--- src/rtl/dct_inv.sv ---
// 4x4 inverse integer transform: row butterflies fill a transpose buffer,
// then column butterflies with rounding and saturation drain it one column per cycle.
module dct_inv #(
    parameter int SHIFT = 2
) (
    input  logic                  clk,
    input  logic                  rst_n,
    input  logic                  in_valid,
    output logic                  in_ready,
    input  logic signed [3:0][9:0] in_coef,
    output logic                  out_valid,
    input  logic                  out_ready,
    output logic signed [3:0][9:0] out_res,
    output logic                  busy
);
    typedef enum logic {FILL = 1'b0, DRAIN = 1'b1} state_e;
    typedef logic [3:0][15:0] quad_t;

    localparam int RND_I = (SHIFT > 0) ? (1 << ((SHIFT > 0) ? SHIFT - 1 : 0)) : 0;
    localparam logic signed [16:0] RND = 17'(RND_I);

    // Both passes share one 16-bit butterfly; the row pass only needs 13 bits of it.
    function automatic quad_t bfly(input quad_t y);
        logic signed [15:0] e0, e1, o0, o1;
        quad_t x;
        e0 = $signed(y[0]) + $signed(y[2]);
        e1 = $signed(y[0]) - $signed(y[2]);
        o0 = ($signed(y[1]) <<< 1) + $signed(y[3]);
        o1 = $signed(y[1]) - ($signed(y[3]) <<< 1);
        x[0] = e0 + o0;
        x[1] = e1 + o1;
        x[2] = e1 - o1;
        x[3] = e0 - o0;
        return x;
    endfunction

    function automatic logic [9:0] rnd_sat(input logic [15:0] v);
        logic signed [16:0] s;
        s = ($signed({v[15], v}) + RND) >>> SHIFT;
        if (s > 17'sd511)  return 10'h1ff;
        if (s < -17'sd512) return 10'h200;
        return s[9:0];
    endfunction

    state_e      state_q, state_d;
    logic [1:0]  row_q, row_d, col_q, col_d;
    logic [12:0] buf_q [4][4];
    logic [12:0] buf_d [4][4];
    quad_t       row_y, row_x, col_y, col_x;

    always_comb begin
        state_d = state_q;
        row_d   = row_q;
        col_d   = col_q;
        buf_d   = buf_q;
        for (int k = 0; k < 4; k++) begin
            row_y[k] = {{6{in_coef[k][9]}}, in_coef[k]};
            col_y[k] = {{3{buf_q[k][col_q][12]}}, buf_q[k][col_q]};
        end
        row_x = bfly(row_y);
        col_x = bfly(col_y);
        case (state_q)
            FILL: if (in_valid) begin
                for (int k = 0; k < 4; k++) buf_d[row_q][k] = row_x[k][12:0];
                row_d = row_q + 2'd1;
                if (row_q == 2'd3) state_d = DRAIN;
            end
            DRAIN: if (out_ready) begin
                col_d = col_q + 2'd1;
                if (col_q == 2'd3) state_d = FILL;
            end
        endcase
    end

    always_ff @(posedge clk or negedge rst_n) begin
        if (!rst_n) begin
            state_q <= FILL;
            row_q   <= 2'd0;
            col_q   <= 2'd0;
        end else begin
            state_q <= state_d;
            row_q   <= row_d;
            col_q   <= col_d;
        end
    end

    // Buffer is always fully rewritten before it is read, so it needs no reset.
    always_ff @(posedge clk) buf_q <= buf_d;

    assign in_ready  = (state_q == FILL);
    assign out_valid = (state_q == DRAIN);
    assign busy      = (state_q == DRAIN);

    always_comb begin
        out_res = '0;
        for (int k = 0; k < 4; k++)
            if (out_valid) out_res[k] = rnd_sat(col_x[k]);
    end
endmodule

--- config.mk ---
export PLATFORM = sky130hd
export DESIGN_NAME = dct_inv
export DESIGN_NICKNAME = d
export VERILOG_FILES = /design/src/rtl/dct_inv.sv
export SDC_FILE = /design/constraint.sdc
export NUM_CORES = 1
export LEC_CHECK = 0
export ABC_AREA = 1
export BUFFER_PORTS_ARGS = -buffer_cell sky130_fd_sc_hd__buf_2
export CAP_MARGIN = 40
export CORE_MARGIN = 3
export CORE_UTILIZATION = 55
export CTS_BUF_LIST = sky130_fd_sc_hd__clkbuf_8
export DETAILED_ROUTE_END_ITERATION = 10
export PLACE_DENSITY = 0.75
export RECOVER_POWER = 50
export SYNTH_ARGS = -nofsm -noshare
export SYNTH_HDL_FRONTEND = slang
export SYNTH_SLANG_ARGS = --single-unit
--- constraint.sdc ---
create_clock -name clk -period 5.7 [get_ports clk]
set_input_delay 0.57 -clock clk [delete_from_list [all_inputs] [get_ports clk]]
set_output_delay 0.57 -clock clk [all_outputs]
set_load 0.1 [all_outputs]
==> flow_summary.toml, run 1 <==
[route]
via_count = 18472
drt-met1-wl_mm = 22.9
wl_met2_mm = 32.5
drc_errors = 0
vias_per_cell = 6.08
routed_wirelength_mm = 64.6
drtIter0Drc = 1868
dr.max_layer_used = "met4"
dr.pass1.iters = 6
final_antenna_net_count = 0
wl_met3_mm = 5.18
routedWlPerCell_um = 21.3

[outcome]
violations = "setup timing"
outcome = "finished with violations"

[clock_network]
cts_sinks = 209
htreeDepth = 1
cts_tree = "done"
clkTransAtPathRegs_ps = 80
clock_path_buffers = 3
worstSkewPairLatency_ps = 550
root_buffer = "clkbuf_8"
cts_buffers = 26

[sta]
clock_skew_ps = 31.7
slew-limit-headroom_pct = 32.0
clock.fmax_mhz = 157
tightest_slew_ps = 1010
hold_viol_final = 0
drv_slew = 0
period_minus_slack_ps = 6370
fin_crit_sh_pct = 112
setup_tns_ps = -21630
rsz0062_at_grt = "true"
setup_viol = 40
fin_ws_ps = -674

[logic_synthesis]
ys_types = 49
synth_edf_count = 204
synthFlopType = "edfxtp_1"
avgSynthCellArea_sq_um = 8.11
syn_area_sq_mm = 0.0187
synth_nets = 2625
synth_seq_area_share_pct = 33.4
async_reset_ff_share_pct = 2.39
ys_ff_latch = 209
netlist_instances = 2308
yosysWarnings = 0

[final_layout]
nNetsFinal = 2894
utilization_pct = 77.8
nFillCells = 1973
antenna_cells = 0
syn_to_final_growth_pct = 37.3
drive_gt1_share_pct = 31.3

[worst_setup_path]
worstPathRequired_ps = 5130
crit_arrival_ps = 5800
end_kind = "output port"
cp_max_fo = 6
cp-start-kind = "register"
crit_type = "register to output port"
cpPeakStageDelay_ps = 460
reg2reg_depth = 5
slowest_stage = "dfrtp_2"
cp_num_cells = 33
crit_family = "buffers and inverters"
crit_buf_inv = 12

[min_path]
min_path_type = "input port to register"
hold_path_depth = 3

[place]
dp_hpwl_mm = 40.1
io_buffers = 86
gp_congestion = 1.02
dpl_worst_slack_ps = -186

[flow_run]
drv_cap = 0

[floorplan]
die_h_um = 191
num_io_pins = 87
die-area_sq_mm = 0.0363
placementRows = 66
die_w_um = 191
initial_utilization_pct = 56.7
core_sq_mm = 0.0330

[global_routing]
grtUsageTotal_pct = 31.0
grt_pass1_vias = 17939
antenna_found_initial = 0
grt_pass1_wl_mm = 90.7
grt_overflow = 0
grt_max_degree = 49
state kept, by name, indices dropped and copies added (netlist names):
register,flops
row_q,2
col_q,2
busy,1
buf_q,204
worst register-to-register path, cell delays in order (launching register included):
cell	delay [ps]
dfrtp_1	380
ha_1	250
inv_1	390
nor2_4	630
buf_12	270
buf_4	310
synthesized netlist by cell type (8+ instances only):
master	number	area [sq um]
xnor2_1	24	210
a32oi_1	26	228
o21ai_0	97	485
a21oi_1	207	1040
edfxtp_1	204	6130
inv_1	337	1260
nand2_1	431	1620
a21o_1	16	120
fa_1	16	320
o31ai_1	8	60.1
o21bai_1	26	195
nor2_1	201	754
nor3_1	32	160
nand4_1	15	93.8
nor4_1	11	68.8
o22ai_1	24	150
ha_1	257	3220
a31oi_1	14	87.6
xor2_1	127	1110
nand3_2	8	80.1
clkbuf_1	52	195
nand3_1	85	425
buf_2	11	55.1
a21oi_2	9	78.8
logic make-up (layout without fill, tap and decap cells):
| family | Yosys count | in the layout | synth area share (%) |
|---|---|---|---|
| flip-flops | 209 | 209 | 33.4 |
| AO/OA/AOI/OAI | 462 | 462 | 14.5 |
| buffers and inverters | 411 | 695 | 8.35 |
| XOR/XNOR | 151 | 151 | 7.06 |
| adder cells (fa/ha/maj) | 273 | 273 | 18.9 |
| AND/OR/NAND/NOR | 802 | 807 | 17.8 |
area by class of cell:
class / count / area (sq um) / share of cell area, %
timing repair inverter: 2 / 20.0 / 0.0779
tap: 442 / 553 / 2.15
sequential: 209 / 6250 / 24.3
multi-input combinational: 1693 / 13700 / 53.3
clock buffer: 29 / 399 / 1.55
inverter: 345 / 1340 / 5.20
clock inverter: 19 / 231 / 0.900
timing repair buffer: 300 / 3210 / 12.5
through the flow:
stage | hold slack (ps) | area [sq um] | instances
global route | 446 | 25700 | 3039
CTS | 373 | 23900 | 2998
global placement | 393 | 21500 | 2889
detailed placement | 397 | 21500 | 2891
finish | 416 | 25700 | 3039
floorplan | 274 | 19300 | 2308
layer usage:
| layer | vias to the layer above | global-route usage, % |
|---|---|---|
| met5 | - | 0 |
| li1 | 8295 | - |
| met2 | 1112 | 57.5 |
| met4 | 0 | 14.7 |
| met3 | 319 | 3.55 |
| met1 | 8746 | 35.6 |
cells in the final DEF (no fill, tap or decap), types with 19 or more instances in the layout:
cell type / count
o21bai_1: 21
xnor2_1: 21
a21oi_2: 59
a21oi_4: 26
nor2_1: 168
nand2_1: 355
o21ai_2: 21
a21oi_1: 131
o22ai_2: 20
buf_6: 19
ha_4: 61
clkbuf_8: 29
edfxtp_1: 204
nor2_2: 21
nand2_4: 24
nand3_1: 69
nor3_1: 25
buf_12: 56
nand2_2: 62
o21ai_0: 53
xor2_1: 117
ha_1: 184
inv_1: 308
inv_2: 34
buf_4: 162
buf_2: 45
o21ai_1: 25
nand3_2: 21
worst paths after layout:
check                           from           to  slack [ps]
max                         col_q[0]  out_res[36]        -670
min                        out_ready         busy         420
max reg2reg                 row_q[0]    buf_q[24]        3170
max in group asynchronous      rst_n     col_q[1]        4890
min reg2reg                 row_q[1]     row_q[1]         630
min in group asynchronous      rst_n     row_q[1]         510
what timing repair did:
action / 4_1_cts / 5_1_grt
endpoints found under the hold margin: 5 / 0
cloned: 14 / 9
setup endpoints to repair: 40 / 40
buffers inserted: 44 / 36
hold buffers: 1 / 0
resized for setup: 200 / 332
pin swaps: 31 / 138
Power of run 1 is not shown: default switching activity piles up to over one toggle a cycle in this logic, so the estimate is an artifact.
==> run 2: changes to the inputs <==
- ABC_AREA: 1 -> default
- clock period: 5.7 -> 5.15 ns (I/O delays scaled with it)
==> flow_summary.toml, run 2 <==
[logic_synthesis]
synth_seq_area_share_pct = 34.1
synth_top_family_by_area = "adder cells"
avgSynthCellArea_sq_um = 10.3
syn_area_sq_mm = 0.0183
synth-simple-area-share_pct = 11.7
synthAdderAreaFrac_pct = 19.3
synth_edf_count = 204
synth_nets = 2102
yosys.area.top_type_share_pct = 33.5
yosys.cell_count.top_type = "ha_1"
ys_types = 77
ys_top_cells_by_area = "edfxtp_1, ha_1, mux4_2, xnor2_1, inv_1"
synth_compound_area_share_pct = 15.4
ys_ff_latch = 209
synthFlopType = "edfxtp_1"
netlist_instances = 1785
synthXorXnorAreaFrac_pct = 7.75
async_reset_ff_share_pct = 2.39
synth_top_cell_by_area = "edfxtp_1"
synthMuxAreaShare_pct = 6.70
synth_common_cells = "ha_1, edfxtp_1, inv_1, a21oi_1, xnor2_1"
yosysWarnings = 0

[final_layout]
syn_to_final_growth_pct = 36.2
largest_reg_flops = 204
regMostFlops = "buf_q"
drive_gt1_share_pct = 35.4
layout.cells.non_filler = 2668
design_area_sq_mm = 0.0249
largestRegisters = "buf_q x204, col_q x2, row_q x2"
layout_common_cells = "buf_4, ha_1, edfxtp_1"
final_common_cell = "buf_4"
nFillCells = 2042
nNetsFinal = 2523

[worst_setup_path]
crit_type = "register to output port"
end_kind = "output port"
worstPathRequired_ps = 4640
cp-start-kind = "register"
cp_max_fo = 8
crit_arrival_ps = 6210

[place]
place_inst = 2554
placed_cell_area_sq_mm = 0.0228
dp_hpwl_mm = 37.7
io_buffers = 86
gp_congestion = 0.905

[flow_run]
drv_cap = 0

[sta]
period_minus_slack_ps = 6720
holdWs_ps = 347
clock.fmax_mhz = 149
fin_ws_ps = -1570
tightest_slew_ps = 861
rsz0062_at_grt = "true"
clock_skew_ps = 13.7
fin_crit_sh_pct = 131
drv_slew = 0
hold_viol_final = 0
slew-limit-headroom_pct = 41.9
setup_viol = 40
setup_tns_ps = -59080

[global_routing]
antenna_found_initial = 1
grt_pass1_vias = 15424
grt_pass1_wl_mm = 78.0
grt_overflow = 0
grtUsageTotal_pct = 27.1
grt_max_degree = 46

[route]
via_count = 15356
dr.pass1.iters = 5
drtIter0Drc = 1186
drc_errors = 0
routedWlPerCell_um = 19.7
vias_per_cell = 5.76
routed_wirelength_mm = 52.6
final_antenna_net_count = 0

[outcome]
outcome = "finished with violations"
violations = "setup timing"

[clock_network]
clock_path_buffers = 3
cts_tree = "done"
htreeDepth = 1
root_buffer = "clkbuf_8"
cts_sinks = 209
cts_buffers = 27
clkTransAtPathRegs_ps = 70
worstSkewPairLatency_ps = 540

[floorplan]
initial_utilization_pct = 56.0
num_io_pins = 87
die_h_um = 188
placementRows = 66
die_w_um = 188
die-area_sq_mm = 0.0355
core_sq_mm = 0.0327

[min_path]
min_path_type = "input port to register"
run 2: changes by cell type after synthesis, sizes merged, moves of 48 or more:
cell	delta
inv	-153
xor2	-78
nor2b	+68
xnor2	+89
nand2	-376
nor2	-89
a21oi	-94
mux4	+48
nand3	-70
run 2: kinds of logic after synthesis:
group | after synthesis
buf+inv | 237
fa+ha+maj | 273
flops | 209
compound gates | 424
simple gates | 419
mux | 61
xor+xnor | 162
run 2: metal layers:
layer / vias up / routed length (um) / GRT usage (%)
li1: 7267 / - / -
met1: 7376 / 20500 / 33.5
met2: 591 / 27500 / 49.7
met3: 122 / 2680 / 2.08
met4: 0 / 1870 / 10.1
met5: - / 0 / 0
run 2: worst paths after layout:
check / start / endpoint / slack, ps / depth (start not counted)
min in group asynchronous: rst_n / row_q[0] / 430 / 2
hold reg to reg: row_q[0] / row_q[0] / 690 / 2
setup / recovery: col_q[0] / out_res[2] / -1570 / 25
hold / removal: out_ready / busy / 350 / 3
setup reg to reg: row_q[0] / buf_q[180] / 2330 / 4
max in group asynchronous: rst_n / col_q[0] / 4380 / 2
run 2: worst max-delay path, cell delays in order (launching register included):
cell       delay [ps]
dfrtp_4           530
mux4_2            600
inv_2             130
ha_4              210
nand2b_4          150
a21oi_4           150
nor2_2             60
o21a_1            230
o31ai_4           310
a31oi_4           190
a2111oi_4         360
buf_4             190
o21ai_4            70
buf_4             150
ha_4              230
ha_4              270
o21ai_2            50
a21oi_1           180
a2bb2oi_2         140
a21boi_2          180
xor2_1             90
or3_4             340
o32ai_4           350
clkbuf_16         220
o21a_4            130
buf_12            160
run 2: cell type report:
cell class                 count  area, sq um  area share [%]
antenna                        1         2.50          0.0100
clock buffer                  27          372            1.49
inverter                     190          718            2.88
tap                          442          553            2.22
sequential                   209         6260            25.1
clock inverter                21          149           0.597
timing repair buffer         439         3970            15.9
multi-input combinational   1339        12900            51.8
run 2: timing repair:
| item | 4_1_cts | 5_1_grt |
|---|---|---|
| gates resized for setup | 103 | 107 |
| hold buffers | 1 | 0 |
| setup endpoints to repair | 40 | 40 |
| pin swaps | 58 | 75 |
| setup buffers | 34 | 31 |
| cloned | 1 | 2 |
| hold endpoints to repair | 5 | 0 |
run 2: per-stage QoR:
stage	util, %	setup slack, ps
floorplan	-	-1070
global placement	69.7	-1060
detailed placement	69.7	-1130
CTS	73.7	-1470
global route	76.2	-1810
finish	76.2	-1570
Power of run 2 is left out for the same reason.
==> run 3: changes to the inputs <==
- CORE_MARGIN: 3 -> 5
==> flow_summary.toml, run 3 (synthesis gave the netlist of run 2 again) <==
[outcome]
outcome = "finished with violations"
violations = "setup timing"

[global_routing]
grt_max_degree = 52
grtUsageTotal_pct = 26.2
grt_pass1_vias = 15489
antenna_found_initial = 0
grtUsageMet3_pct = 2.04
busiest_layer = "met2"
grt_overflow = 0
grt_pass1_wl_mm = 77.8
met1_usage_pct = 31.9
met2_usage_pct = 49.5

[sta]
fin_ws_ps = -1660
drv_slew = 0
fin_crit_sh_pct = 132
hold_viol_final = 0
tightest_slew_ps = 847
setup_viol = 40
clock_skew_ps = 20.5
clock.fmax_mhz = 147
holdWs_ps = 279
slew-limit-headroom_pct = 43.6
rsz0062_at_grt = "true"
period_minus_slack_ps = 6810

[route]
final_antenna_net_count = 0
drc_errors = 0
dr.pass1.iters = 5
routed_wirelength_mm = 50.5
drtIter0Drc = 918
vias_per_cell = 5.73
routedWlPerCell_um = 19.0
via_count = 15235

[floorplan]
die_w_um = 192
die_h_um = 192
placementRows = 66
die-area_sq_mm = 0.0370
core_sq_mm = 0.0327
initial_utilization_pct = 56.0
num_io_pins = 87

[final_layout]
nFillCells = 2084
utilization_pct = 75.7
largestRegisters = "buf_q x204, col_q x2, row_q x2"
antenna_cells = 0
regMostFlops = "buf_q"
nNetsFinal = 2514
layout_common_cells = "buf_4, ha_1, edfxtp_1"
syn_to_final_growth_pct = 35.1
drive_gt1_share_pct = 34.6
largest_reg_flops = 204
final_common_cell = "buf_4"

[worst_setup_path]
cp_num_cells = 26
cpPeakStageDelay_ps = 570
slowest_stage = "mux4_2"
cpMostUsedCell = "buf_6"
cp_max_fo = 8
worstPathRequired_ps = 4640
crit_type = "register to output port"
reg2reg_depth = 4
cp-start-kind = "register"
crit_arrival_ps = 6290
crit_buf_inv = 7
crit_family = "compound AO/OA/AOI/OAI gates"
end_kind = "output port"

[clock_network]
worstSkewPairLatency_ps = 540
htreeDepth = 1
cts_sinks = 209
root_buffer = "clkbuf_8"
cts_buffers = 26
cts_tree = "done"
clock_path_buffers = 3
clkTransAtPathRegs_ps = 70

[place]
dpl_worst_slack_ps = -1140
io_buffers = 86
dp_hpwl_mm = 38.7
gp_congestion = 0.922

[flow_run]
drv_cap = 0

[min_path]
min_path_type = "input port to register"
hold_path_depth = 3
run 3: layout make-up:
cell class	count	area [sq um]	area share [%]
Multi-Input combinational cell	1339	12800	51.6
Clock buffer	29	399	1.61
Inverter	190	718	2.90
Timing Repair Buffer	431	3870	15.6
Tap cell	442	553	2.24
Sequential cell	209	6260	25.3
Clock inverter	17	185	0.748
run 3: routing by layer:
metal | wire [um] | vias to the layer above
li1 | - | 7258
met1 | 20000 | 7328
met2 | 26300 | 517
met3 | 2360 | 132
met4 | 1780 | 0
met5 | 0 | -
run 3: worst reg2reg max path, stage by stage (launching register included):
cell and delay (ps):
dfrtp_1 410, inv_1 130, ha_1 650, and2_2 850, buf_4 460
run 3: repair_timing:
action	in CTS	in global routing
endpoints found under the hold margin	5	0
setup endpoints to repair	40	40
gates resized for setup	87	86
setup buffers	29	17
hold buffers	1	0
pin swaps	34	70
gates cloned	1	1
run 3: final timing paths:
| path | startpoint | to | slack (ps) |
|---|---|---|---|
| worst max-delay path | col_q[0] | out_res[11] | -1660 |
| worst min-delay path | out_ready | busy | 280 |
| worst max register to register | row_q[0] | buf_q[186] | 2320 |
| worst min register to register | row_q[1] | row_q[1] | 650 |
| max in group asynchronous | rst_n | col_q[0] | 4420 |
| min in group asynchronous | rst_n | row_q[0] | 420 |
run 3: metrics by stage:
step / std cells / setup TNS (ps) / area (sq um)
CTS: 2640 / -52870 / 24100
detailed placement: 2564 / -40510 / 22800
global placement: 2564 / -35540 / 22800
global route: 2657 / -66420 / 24700
floorplan: 1785 / -28690 / 19200
finish: 2657 / -58260 / 24700
Power of run 3 is left out for the same reason.
